$ cat src/rtl/drp_pkg.sv
// Shared DRP definitions: sequencer state encoding and the PLL DRP register map window.
package drp_pkg;

  typedef enum logic [2:0] {
    S_IDLE      = 3'd0,
    S_RST_ON    = 3'd1,
    S_RD        = 3'd2,
    S_RD_WAIT   = 3'd3,
    S_WR        = 3'd4,
    S_WR_WAIT   = 3'd5,
    S_RST_OFF   = 3'd6,
    S_LOCK_WAIT = 3'd7
  } drp_state_t;

  // PLL configuration registers occupy 0x06..0x4F of the DRP space.
  localparam logic [6:0] DRP_ADDR_FIRST        = 7'h06;
  localparam logic [6:0] DRP_ADDR_CLKOUT0_REG1 = 7'h08;
  localparam logic [6:0] DRP_ADDR_CLKFBOUT_REG1 = 7'h14;
  localparam logic [6:0] DRP_ADDR_LAST         = 7'h4F;

  function automatic logic [15:0] rmw_merge(input logic [15:0] rd_val,
                                            input logic [15:0] mask,
                                            input logic [15:0] data);
    return (rd_val & mask) | (data & ~mask);
  endfunction

endpackage

$ cat src/rtl/drp_rmw_master.sv
// Read-modify-write of one PLL DRP register with the PLL held in reset, then waits for re-lock.
//
// state       | meaning
// IDLE        | waiting for START; request fields latched on accept
// RST_ON      | PLL_RST asserted
// RD          | one-cycle DRP read strobe
// RD_WAIT     | waiting for read DRDY, DO captured
// WR          | one-cycle DRP write strobe with merged data
// WR_WAIT     | waiting for write DRDY
// RST_OFF     | PLL_RST released
// LOCK_WAIT   | waiting for LOCKED
module drp_rmw_master
  import drp_pkg::*;
#(
  parameter int DRDY_TIMEOUT = 64,
  parameter int LOCK_TIMEOUT = 1024
) (
  input  logic        DCLK,
  input  logic        RST,
  input  logic        START,
  input  logic [6:0]  ADDR,
  input  logic [15:0] MASK,
  input  logic [15:0] DATA,
  input  logic        LOCKED,
  output logic [6:0]  DADDR,
  output logic        DEN,
  output logic        DWE,
  output logic [15:0] DI,
  input  logic [15:0] DO,
  input  logic        DRDY,
  output logic        PLL_RST,
  output logic        BUSY,
  output logic        DONE,
  output logic        ERROR
);

  localparam int CNT_MAX = (DRDY_TIMEOUT > LOCK_TIMEOUT) ? DRDY_TIMEOUT : LOCK_TIMEOUT;
  localparam int CNT_W   = $clog2(CNT_MAX);
  // DONE/ERROR are registered, so the last wait cycle sits one before the timeout
  // boundary; the ERROR pulse then lands exactly TIMEOUT cycles after the launching cycle.
  localparam logic [CNT_W-1:0] DRDY_LAST = CNT_W'(DRDY_TIMEOUT - 2);
  localparam logic [CNT_W-1:0] LOCK_LAST = CNT_W'(LOCK_TIMEOUT - 2);

  drp_state_t        state_q, state_d;
  logic [6:0]        addr_q, addr_d;
  logic [15:0]       mask_q, mask_d;
  logic [15:0]       data_q, data_d;
  logic [15:0]       rd_q, rd_d;
  logic [CNT_W-1:0]  cnt_q, cnt_d;
  logic              done_q, done_d;
  logic              err_q, err_d;

  always_ff @(posedge DCLK) begin
    if (RST) begin
      state_q <= S_IDLE;
      addr_q  <= '0;
      mask_q  <= '0;
      data_q  <= '0;
      rd_q    <= '0;
      cnt_q   <= '0;
      done_q  <= 1'b0;
      err_q   <= 1'b0;
    end else begin
      state_q <= state_d;
      addr_q  <= addr_d;
      mask_q  <= mask_d;
      data_q  <= data_d;
      rd_q    <= rd_d;
      cnt_q   <= cnt_d;
      done_q  <= done_d;
      err_q   <= err_d;
    end
  end

  always_comb begin
    state_d = state_q;
    addr_d  = addr_q;
    mask_d  = mask_q;
    data_d  = data_q;
    rd_d    = rd_q;
    cnt_d   = '0;
    done_d  = 1'b0;
    err_d   = 1'b0;
    case (state_q)
      S_IDLE: begin
        if (START) begin
          addr_d  = ADDR;
          mask_d  = MASK;
          data_d  = DATA;
          state_d = S_RST_ON;
        end
      end
      S_RST_ON: state_d = S_RD;
      S_RD:     state_d = S_RD_WAIT;
      S_RD_WAIT: begin
        if (DRDY) begin
          rd_d    = DO;
          state_d = S_WR;
        end else if (cnt_q == DRDY_LAST) begin
          err_d   = 1'b1;
          state_d = S_IDLE;
        end else begin
          cnt_d = cnt_q + 1'b1;
        end
      end
      S_WR:     state_d = S_WR_WAIT;
      S_WR_WAIT: begin
        if (DRDY) begin
          state_d = S_RST_OFF;
        end else if (cnt_q == DRDY_LAST) begin
          err_d   = 1'b1;
          state_d = S_IDLE;
        end else begin
          cnt_d = cnt_q + 1'b1;
        end
      end
      S_RST_OFF: state_d = S_LOCK_WAIT;
      S_LOCK_WAIT: begin
        if (LOCKED) begin
          done_d  = 1'b1;
          state_d = S_IDLE;
        end else if (cnt_q == LOCK_LAST) begin
          err_d   = 1'b1;
          state_d = S_IDLE;
        end else begin
          cnt_d = cnt_q + 1'b1;
        end
      end
      default: state_d = S_IDLE;
    endcase
  end

  assign DEN     = (state_q == S_RD) || (state_q == S_WR);
  assign DWE     = (state_q == S_WR);
  assign DADDR   = addr_q;
  assign DI      = rmw_merge(rd_q, mask_q, data_q);
  assign PLL_RST = state_q inside {S_RST_ON, S_RD, S_RD_WAIT, S_WR, S_WR_WAIT};
  assign BUSY    = (state_q != S_IDLE);
  assign DONE    = done_q;
  assign ERROR   = err_q;

endmodule

$ cat config.mk
export PLATFORM = sky130hd
export DESIGN_NAME = drp_rmw_master
export DESIGN_NICKNAME = d
export VERILOG_FILES = /design/src/rtl/drp_pkg.sv /design/src/rtl/drp_rmw_master.sv
export SDC_FILE = /design/constraint.sdc
export NUM_CORES = 1
export LEC_CHECK = 0
export BUFFER_PORTS_ARGS = -buffer_cell sky130_fd_sc_hd__buf_2
export CORE_ASPECT_RATIO = 0.7
export CORE_MARGIN = 8
export CORE_UTILIZATION = 51
export DETAILED_ROUTE_END_ITERATION = 8
export GPL_TIMING_DRIVEN = 0
export PLACE_DENSITY = 0.89
export REMOVE_ABC_BUFFERS = 1
export SETUP_SLACK_MARGIN = 0.2
export SLEW_MARGIN = 20
export SYNTH_ARGS = -nofsm -noshare
export SYNTH_HDL_FRONTEND = slang
export SYNTH_SLANG_ARGS = --single-unit
export TNS_END_PERCENT = 5
$ cat constraint.sdc
create_clock -name DCLK -period 1.8 [get_ports DCLK]
set_input_delay 0.18 -clock DCLK [delete_from_list [all_inputs] [get_ports DCLK]]
set_output_delay 0.18 -clock DCLK [all_outputs]
set_load 0.1 [all_outputs]
==> results.md <==
- Clock share of power: 33.4%
- Worst slew pin tran: 1.089 ns
- Chip width: 106.5 µm
- Die ar.: between 0.008 and 0.009 mm²
- Cells after DPL: 489
- RSZ-0062 raised after global routing: true
- Final worst-path cycle share: 89.16%
- Total track usage: roughly 18%
- Seq/Total Area, Yosys: 47.92%
- Switching Share: 34.43%
- Synth cell types: 36
- Combinational share of power: 22.8%
- Synth Register Bits: 70
- DR iter-0 viols: 136
- Nets@finish: 494
- Non-filler cells, final: 512
- Final Hold Fails: 0
- Fillers: 497
- Longest Clk Path Bufs: 2
- Fraction of registers with async set/reset: 0%
- CP Buf/Inv Count: 1
- Psw: 1.337 mW
- Num Clock Sinks: 70
- I/O Pins: 89
- Fraction of layout cells with a size suffix above 1: 32.49%
- Routed wire length: 7.410 mm
- Clock Pin Slew Worst Setup and Hold Paths: 0.08 ns
- First-pass GRT wire length: 12.08 mm
- RD Place Congestion: 0.7962
- CP endpoint kind: output pin
- Vias in the first global route: 2514
- Final min period: roughly 1.6 ns
- DRT antenna net count: 0
- Final Util: 64.51%
- Slew headroom: between 20% and 30%
- Slowest cell on crit path: dfxtp_2
- Pin count of the biggest net entering global routing: 62
- Final setup viols: 0
- Clk Latency, worst-skew pair: roughly 0.34 ns
- Clock H-tree levels: 3
- Mean routed wirelength per cell: 14.47 µm
- WP data arrival: around 1.4 ns
- Leakage: 1.545 nW
- Number of port buffers: 88
- Num CTS Buffers: 9
- Synth Instances: roughly 350
- Peak supply drop: 0.5735 mV
- CTS tree: done
- Max Clock Freq: between 600 and 700 MHz
- Cell internal pwr: 2.547 mW
- Crit-path cells: xnor2_1 > nor2_1 > buf_4
- Number of synthesized flops with an enable pin: 0
- Synth-to-layout area growth: 24.43%
- Clock Skew: roughly 0.008 ns
- DRT Pass-1 Iters: 4
- Vias per cell: 5.092
- Vias after detailed routing: between 2000 and 3000
- P per Cell Area: 1068 mW/mm²
- MaxCap Viol Count: 0
- Worst hold path class: input pin to flop
- Crit path required time: 1.62 ns
- Clk root buf: clkbuf_8
- Warnings, synthesis: 0
- FP Rows: 23
- Worst Setup Path Type: flop to output pin
- Average size of a mapped cell: 8.427 µm²
- Initial antenna violation count: 0
- N_diodes: 0
- Congestion Overflow GR: 0
- CP top delay family: flip-flops
- CORE AREA: 0.005640 mm²
- Tot Pwr: 3.884 mW
- Max Transition Viols Final: 0
- Crit-path max cell delay: 0.51 ns
- Dominant synthesized flop cell: dfxtp_1
- Initial Util: 51.84%
- Worst-path fanout max: 12
- Die Span Y: around 80 µm
- Hold-fix buffers, CTS: 0
- Outcome: complete, no violations
- DRC viols: 0
- CP startpoint kind: flop
- Synth Cell Area: 0.002924 mm²
- Detailed Place HPWL: 4.899 mm
- Seq pwr share: 43.8%
state kept, by name, summed over array words and instances (netlist names):
signal,cells
data_q,16
mask_q,16
DADDR,7
ERROR,1
DONE,1
cnt_q,10
rd_q,16
state_q,3
cells in the mapped netlist, types with 2 or more instances:
| library cell | number | area share [%] |
|---|---|---|
| nor2_1 | 12 | 1.5 |
| nor3_1 | 4 | 0.68 |
| inv_1 | 5 | 0.64 |
| buf_2 | 5 | 0.86 |
| nand3_1 | 4 | 0.68 |
| clkbuf_1 | 8 | 1.0 |
| mux2_2 | 17 | 6.5 |
| nor2b_1 | 2 | 0.43 |
| xor2_1 | 7 | 2.1 |
| nand4_1 | 3 | 0.64 |
| xnor2_1 | 2 | 0.60 |
| dfxtp_1 | 70 | 48 |
| a21oi_1 | 59 | 10 |
| buf_4 | 5 | 1.3 |
| and4_1 | 2 | 0.60 |
| nand2_1 | 116 | 15 |
| buf_6 | 2 | 0.77 |
| ha_1 | 2 | 0.86 |
| and3_1 | 2 | 0.43 |
| o21ai_0 | 4 | 0.68 |
cell usage in the layout (no fill, tap or decap), types with 5 or more instances in the layout:
cell type and n:
buf_4 9, nand2_1 115, dfxtp_1 67, a21oi_1 59, xor2_1 7, buf_2 84, clkbuf_8 10, mux2_2 17
nor2_1 12, inv_1 5
metal layers:
| metal | vias up | track usage (%) | share of wire, % |
|---|---|---|---|
| li1 | 1324 | - | - |
| met1 | 1192 | 20.34 | 42 |
| met2 | 76 | 29.83 | 49 |
| met3 | 15 | 5.416 | 6.3 |
| met4 | 0 | 8.252 | 2.5 |
| met5 | - | 0 | 0 |
worst paths after layout:
path | end | slack, ns | from | cells after the start
worst max register to register | mask_q[15]$_SDFFE_PP0P_ | 0.25 | state_q[2]$_SDFFE_PP0P_ | 5
worst min register to register | rd_q[7]$_SDFFE_PP0P_ | 0.45 | rd_q[7]$_SDFFE_PP0P_ | 2
worst min-delay path | mask_q[11]$_SDFFE_PP0P_ | 0.06 | MASK[11] | 3
worst max-delay path | DEN | 0.20 | state_q[2]$_SDFFE_PP0P_ | 3
cell type report:
| cell class | count | area (µm²) | share of cell area [%] |
|---|---|---|---|
| clock buffers | 10 | 137.6 | 3.783 |
| clock inverters | 6 | 68.82 | 1.891 |
| inverters | 5 | 18.77 | 0.5158 |
| multi-input cells | 252 | 1406 | 38.65 |
| flip-flops and latches | 70 | 1405 | 38.62 |
| well taps | 75 | 93.84 | 2.579 |
| repair buffers | 94 | 508.0 | 13.96 |
worst reg2reg max path, stage by stage (launching register included):
cell	delay, ns
dfxtp_2	0.41
nor3_4	0.28
buf_4	0.19
and2_4	0.32
nand2_1	0.11
a21oi_1	0.15
per-stage QoR:
stage,area (µm²),TNS [ns],hold WS [ns],worst slack (ns)
finish,3638,0,0.06137,0.1952
global route,3638,0,0.04262,0.09740
CTS,3637,0,0.04428,0.2037
detailed placement,3331,-6.790,0.4262,-0.1846
global placement,3328,-15.81,0.4196,-0.3794
floorplan,2794,-0.8889,0.2491,-0.5440
logic make-up after synthesis:
kind of cell	share of synthesized area [%]
multiplexers	6.547
AND/OR/NAND/NOR	22.89
AO/OA/AOI/OAI	13.99
buffers and inverters	5.092
XOR/XNOR	2.696
flip-flops	47.92
adder cells (fa/ha/maj)	0.8557
what timing repair did:
action                                  4_1_cts  5_1_grt
pin swaps                                     2        0
endpoints found under the setup margin       60       30
resized for setup                            11        1
cloned                                        1        0
buffers inserted                              6        0
power groups by stage:
stage | sequential (mW) | combinational (mW) | clock (mW)
4_1_cts | 1.70 | 0.885 | 1.33
5_1_grt | 1.71 | 0.935 | 1.41
2_1_floorplan | 1.81 | 0.542 | 0
6_report | 1.70 | 0.886 | 1.30
3_5_place_dp | 1.73 | 0.830 | 0
3_3_place_gp | 1.73 | 0.814 | 0
No activity file was read; power rests on OpenSTA's default activity.
